`config.mk`:
```
export PLATFORM = sky130hd
export DESIGN_NAME = ysyx_24090018_regfile_mp
export DESIGN_NICKNAME = d
export VERILOG_FILES = /design/src/rtl/ysyx_24090018_rf_pkg.sv /design/src/rtl/ysyx_24090018_rf_scoreboard.sv /design/src/rtl/ysyx_24090018_regfile_mp.sv
export SDC_FILE = /design/constraint.sdc
export NUM_CORES = 1
export LEC_CHECK = 0
export ABC_AREA = 0
export BUFFER_PORTS_ARGS = -buffer_cell sky130_fd_sc_hd__buf_2
export CORE_ASPECT_RATIO = 0.6
export CORE_MARGIN = 3
export CORE_UTILIZATION = 60
export CTS_CLUSTER_DIAMETER = 120
export DETAILED_ROUTE_END_ITERATION = 7
export GPL_ROUTABILITY_DRIVEN = 1
export HOLD_SLACK_MARGIN = 0.05
export PLACE_DENSITY = 0.75
export SLEW_MARGIN = 20
export SYNTH_ARGS = -nofsm -noshare
export SYNTH_HDL_FRONTEND = slang
export SYNTH_SLANG_ARGS = --single-unit
export TNS_END_PERCENT = 1
```
`constraint.sdc`:
```
create_clock -name clk -period 4.35 [get_ports clk]
set_input_delay 0.2175 -clock clk [delete_from_list [all_inputs] [get_ports clk]]
set_output_delay 0.2175 -clock clk [all_outputs]
set_load 0.005 [all_outputs]
```
`src/rtl/ysyx_24090018_rf_pkg.sv`:
```
// Shared types and default widths for the multi-port register file.
// Optional same-cycle bypass is controlled by YSYX_24090018_RF_BYPASS_EN.
package ysyx_24090018_rf_pkg;

  typedef enum logic {
    CLEAR = 1'b0,
    RUN   = 1'b1
  } rf_state_e;

  localparam int RF_ADDR_W   = 5;
  localparam int RF_DATA_W   = 32;
  localparam int NR_READ_MAX = 4;

endpackage

```
`src/rtl/ysyx_24090018_rf_scoreboard.sv`:
```
// Per-entry pending scoreboard with set-over-clear priority and NR_READ lookups.
// With YSYX_24090018_RF_BYPASS_EN a retiring clear is forwarded to the lookups.
module ysyx_24090018_rf_scoreboard
  import ysyx_24090018_rf_pkg::*;
#(
  parameter int ADDR_WIDTH = RF_ADDR_W,
  parameter int NR_READ    = 2
) (
  input  logic                          clk,
  input  logic                          rst,
  input  logic                          ready,
  input  logic                          set_en,
  input  logic [ADDR_WIDTH-1:0]         set_addr,
  input  logic                          wclr,
  input  logic [ADDR_WIDTH-1:0]         waddr,
  input  logic [NR_READ*ADDR_WIDTH-1:0] raddr,
  output logic [NR_READ-1:0]            busy
);

  localparam int N = 1 << ADDR_WIDTH;

  logic [N-1:0] pending_reg;
  logic [N-1:0] pending_next;

  // Set is applied after clear so a new producer supersedes the retiring one.
  always_comb begin
    pending_next = pending_reg;
    if (ready) begin
      if (wclr) begin
        pending_next[waddr] = 1'b0;
      end
      if (set_en && (set_addr != '0)) begin
        pending_next[set_addr] = 1'b1;
      end
    end
  end

  always_ff @(posedge clk) begin
    if (rst) begin
      pending_reg <= '0;
    end else begin
      pending_reg <= pending_next;
    end
  end

  genvar gi;
  generate
    for (gi = 0; gi < NR_READ; gi++) begin : g_lookup
      logic [ADDR_WIDTH-1:0] ra;
      assign ra = raddr[gi*ADDR_WIDTH +: ADDR_WIDTH];
`ifdef YSYX_24090018_RF_BYPASS_EN
      logic clr_hit;
      assign clr_hit = wclr && (ra == waddr) &&
                       !(set_en && (set_addr == waddr) && (set_addr != '0));
      assign busy[gi] = ready && pending_reg[ra] && !clr_hit;
`else
      assign busy[gi] = ready && pending_reg[ra];
`endif
    end
  endgenerate

endmodule

```
`src/rtl/ysyx_24090018_regfile_mp.sv`:
```
// Multi-read-port register file with zeroing sweep after reset and pending scoreboard.
// Define YSYX_24090018_RF_BYPASS_EN for same-cycle write/clear forwarding to reads.
module ysyx_24090018_regfile_mp
  import ysyx_24090018_rf_pkg::*;
#(
  parameter int ADDR_WIDTH = RF_ADDR_W,
  parameter int DATA_WIDTH = RF_DATA_W,
  parameter int NR_READ    = 2
) (
  input  logic                          clk,
  input  logic                          rst,
  output logic                          ready,
  input  logic                          wen,
  input  logic [ADDR_WIDTH-1:0]         waddr,
  input  logic [DATA_WIDTH-1:0]         wdata,
  input  logic                          wclr,
  input  logic                          set_en,
  input  logic [ADDR_WIDTH-1:0]         set_addr,
  input  logic [NR_READ*ADDR_WIDTH-1:0] raddr,
  output logic [NR_READ*DATA_WIDTH-1:0] rdata,
  output logic [NR_READ-1:0]            rbusy
);

  localparam int                    N    = 1 << ADDR_WIDTH;
  localparam logic [ADDR_WIDTH-1:0] LAST = '1;

  rf_state_e             state_reg;
  rf_state_e             state_next;
  logic [ADDR_WIDTH-1:0] cnt_reg;
  logic [ADDR_WIDTH-1:0] cnt_next;

  logic [DATA_WIDTH-1:0] mem [N];
  logic                  mem_we;
  logic [ADDR_WIDTH-1:0] mem_wa;
  logic [DATA_WIDTH-1:0] mem_wd;

  assign ready = (state_reg == RUN) && !rst;

  always_ff @(posedge clk) begin
    if (rst) begin
      state_reg <= CLEAR;
      cnt_reg   <= '0;
    end else begin
      state_reg <= state_next;
      cnt_reg   <= cnt_next;
    end
  end

  always_comb begin
    state_next = state_reg;
    cnt_next   = cnt_reg;
    case (state_reg)
      CLEAR: begin
        cnt_next = cnt_reg + 1'b1;
        if (cnt_reg == LAST) begin
          state_next = RUN;
        end
      end
      RUN:     state_next = RUN;
      default: state_next = CLEAR;
    endcase
  end

  // Single write port shared by the zeroing sweep and writeback.
  always_comb begin
    mem_we = 1'b0;
    mem_wa = waddr;
    mem_wd = wdata;
    if (state_reg == CLEAR) begin
      mem_we = 1'b1;
      mem_wa = cnt_reg;
      mem_wd = '0;
    end else if (ready && wen && (waddr != '0)) begin
      mem_we = 1'b1;
    end
  end

  always_ff @(posedge clk) begin
    if (mem_we) begin
      mem[mem_wa] <= mem_wd;
    end
  end

  genvar gi;
  generate
    for (gi = 0; gi < NR_READ; gi++) begin : g_read
      logic [ADDR_WIDTH-1:0] ra;
      logic [DATA_WIDTH-1:0] rd;
      assign ra = raddr[gi*ADDR_WIDTH +: ADDR_WIDTH];
      always_comb begin
        rd = mem[ra];
`ifdef YSYX_24090018_RF_BYPASS_EN
        if (wen && (waddr != '0) && (ra == waddr)) begin
          rd = wdata;
        end
`endif
        if (!ready || (ra == '0)) begin
          rd = '0;
        end
      end
      assign rdata[gi*DATA_WIDTH +: DATA_WIDTH] = rd;
    end
  endgenerate

  ysyx_24090018_rf_scoreboard #(
    .ADDR_WIDTH (ADDR_WIDTH),
    .NR_READ    (NR_READ)
  ) u_scoreboard (
    .clk      (clk),
    .rst      (rst),
    .ready    (ready),
    .set_en   (set_en),
    .set_addr (set_addr),
    .wclr     (wclr),
    .waddr    (waddr),
    .raddr    (raddr),
    .busy     (rbusy)
  );

endmodule

```
==> out/qor.csv <==
metric;value;unit
TritonCTS Sinks;1062;
Util after Layout;68.5;%
CTS max path bufs;3;
FF-to-FF path depth;6;
CP arrival;3.94;ns
global-route wire length before repair;199;mm
Antenna Cells;0;
Pleak;17.7;nW
maximum clock frequency;0.240;GHz
RSZ-0062 raised after global routing;false;
register clock-pin slew on the reported worst setup and hold paths;0.07;ns
sequential area share after synthesis;63.8;%
placed insts;3513;
slack of the worst reg-to-reg path;0.85;ns
status;finished clean;
Worst Path Buf+Inv;2;
row count;80;
antenna violations before repair;2;
CP delay by family, top;simple AND/OR/NAND/NOR gates;
Crit Path Max Fanout;32;
Crit Path Category;reg -> out;
DR iter-0 viols;3569;
Final Critical Period;4.16;ns
Die ar.;85900;um2
layer carrying the most global-route usage;met2;
CP max stage cell;nand3_2;
Post-Syn Area;49400;um2
met1 usage;47.0;%
share of post-route cells with drive strength above 1;36.1;%
DRC viols;0;
die extent in x;376;um
met3 Use GR;7.98;%
Unique masters post-synth;42;
vias post-DR;28000;
Mapped Nets;2490;
Clk Latency, worst-skew pair;0.70;ns
Fin Setup TNS;0;ns
depth of the CTS H-tree;3;
Worst Tran Pin Value;1.17;ns
Synth Area per Inst;20.3;um2
Synthesis Warnings;0;
Area Growth Syn to Fin;11.7;%
DR vias/cell;7.53;
DIE HEIGHT;228;um
Req. time, crit path;4.13;ns
Starting Density;61.4;%
Largest register FFs;1024;
crit-path cells;nand2b_1, inv_1, nand3_2, o22a_1, o221ai_1, buf_2;
largest net degree at the start of global routing;99;
WHS Endpoint;cnt_reg[0];
critical path capture point type;primary output;
Remaining Overflow, GRT;0;
Tot GR Track Use;32.2;%
Synth Instances;2431;
clock tree from TritonCTS;yes;
Final setup viols;0;
met2 Use GR;48.7;%
Setup crit start kind;register;
Worst VDD drop;0.000352;V
synthesis-stage register bit count;1062;
input/output buffers;123;
reg2reg end;mem[3][2];
antenna viol nets, final;0;
reg2reg start;state_reg;
post-route clock period utilization;95.7;%
Non-Filler Instances;3710;
vias in the first global route;28500;
EDFF count, synth;1024;
relative slew slack;21.8;%
async set or reset register ratio after synthesis;0;%
clock skew;0.0290;ns
post-DR wirelength/cell;36.4;um
max-slew violations;0;
Inserted Clock Buffers;95;
Worst Hold Launch;rst;
I/O Pins;124;
HP Class;in -> reg;
final hold viol count;0;
PD cells;382;nW/um2
Layout Nets;2625;
Post-DP HPWL;79.7;mm
RePlAce Congestion;0.856;
Hold Path Cell Cnt;3;
TritonRoute pass-1 iters;5;
Max Cap Viol;0;
CP peak stage delay;0.96;ns
core area;80500;um2
WL final;135;mm
ys flop type;edfxtp_1;
clock root buffer;clkbuf_16;
-- cells in the mapped netlist, drive strengths merged, types with 2 or more instances --
| cell | number | area (um2) |
|---|---|---|
| a21o | 2 | 15.0 |
| a21oi | 32 | 160 |
| and2 | 34 | 213 |
| and3 | 2 | 12.5 |
| and3b | 2 | 17.5 |
| buf | 92 | 447 |
| clkbuf | 98 | 368 |
| dfxtp | 38 | 761 |
| edfxtp | 1024 | 30700 |
| ha | 2 | 25.0 |
| inv | 2 | 7.51 |
| mux2i | 261 | 2610 |
| mux4 | 532 | 12000 |
| nand2 | 46 | 173 |
| nand2b | 6 | 37.5 |
| nand3 | 8 | 40.0 |
| nand3b | 6 | 45.0 |
| nand4 | 2 | 12.5 |
| nor2 | 49 | 184 |
| nor2b | 3 | 18.8 |
| nor3 | 5 | 25.0 |
| nor3b | 3 | 22.5 |
| nor4bb | 2 | 20.0 |
| o21ai | 34 | 170 |
| o221ai | 64 | 561 |
| o22a | 64 | 561 |
| or2 | 4 | 25.0 |
| or3 | 2 | 12.5 |
-- layer usage --
| layer | part of all wire, % | vias to the layer above |
|---|---|---|
| met5 | 0.0089 | - |
| met4 | 3.8 | 2 |
| met3 | 12 | 325 |
| met2 | 47 | 2084 |
| met1 | 37 | 14700 |
| li1 | - | 10900 |
-- area by class of cell --
type	instances	area, um2
flip-flops and latches	1062	31500
fillers	4976	25300
multi-input cells	1177	17400
clock buffers	114	2470
repair buffers	228	1890
well taps	1066	1330
clock inverters	61	577
inverters	2	7.51
-- cell usage in the layout (no fill, tap or decap), types with 3 or more instances in the layout --
cell,Yosys,routed
nand3_1,8,6
and2_2,0,30
buf_12,0,25
nor2b_1,3,3
mux4_2,532,532
and2_1,34,4
inv_6,0,3
nor3b_1,3,3
clkinv_1,0,17
buf_4,7,55
nand3b_1,6,6
or2_2,4,4
bufinv_16,0,9
buf_16,0,3
buf_2,60,117
clkbuf_1,98,18
clkinv_8,0,3
buf_8,0,5
nor2_1,49,17
mux2i_1,261,261
edfxtp_1,1024,1024
a21oi_1,32,32
nor3_1,5,5
nand2_1,46,45
nand2b_1,6,6
clkinvlp_4,0,3
o21ai_0,34,34
clkbuf_16,0,96
o22a_1,64,64
dlygate4sd3_1,0,21
o221ai_1,64,64
clkinv_2,0,24
dfxtp_1,38,37
nor2_4,0,32
-- worst min-delay path, stage by stage --
cell and delay (ns):
buf_2 0.12, buf_4 0.26, nor2_1 0.14
-- logic make-up (layout without fill, tap and decap cells) --
| family | after synthesis | in the layout | share of synthesized area [%] |
|---|---|---|---|
| flops | 1062 | 1062 | 63.8 |
| mux | 794 | 794 | 29.6 |
| buf+inv | 192 | 405 | 1.66 |
| simple gates | 179 | 179 | 1.82 |
| compound gates | 200 | 200 | 3.04 |
| xor+xnor | 2 | 2 | 0.0355 |
| fa+ha+maj | 2 | 2 | 0.0507 |
-- worst max path at each step --
stage               slack, ns  depth (start not counted)        end  startpoint
global placement         0.98                          6  mem[3][2]   state_reg
global route             0.11                          6  rdata[44]   state_reg
finish                   0.19                          6  rdata[44]   state_reg
CTS                      0.25                          6  rdata[44]   state_reg
detailed placement       0.97                          6  mem[3][2]   state_reg
floorplan                1.25                          5  mem[0][0]   state_reg
-- report_power, final --
| part | internal (mW) | switching, mW | total [mW] |
|---|---|---|---|
| clock | 4.61 | 3.78 | 8.39 |
| sequential | 11.2 | 0.0504 | 11.2 |
| combinational | 0.698 | 0.785 | 1.48 |
| total | 16.5 | 4.62 | 21.1 |
-- metrics by stage --
| step | cell area (um2) | hold slack, ns | setup slack (ns) | power (mW) |
|---|---|---|---|---|
| final | 55200 | 0.119 | 0.188 | 21.1 |
| after global routing | 55200 | 0.0987 | 0.115 | 21.7 |
| after CTS | 55100 | 0.0541 | 0.251 | 21.2 |
| after detailed placement | 51900 | 0.482 | 0.975 | 12.9 |
| after global placement | 51700 | 0.469 | 0.980 | 12.9 |
| after floorplan | 49400 | 0.368 | 1.25 | 12.4 |
-- what timing repair did --
| item | 4_1_cts | 5_1_grt |
|---|---|---|
| gates resized for setup | 0 | 0 |
| hold buffers | 21 | 0 |
| endpoints found under the setup margin | 0 | 0 |
| endpoints found under the hold margin | 27 | 0 |
| buffers inserted | 0 | 0 |
Power figures use the tool's default switching activity.
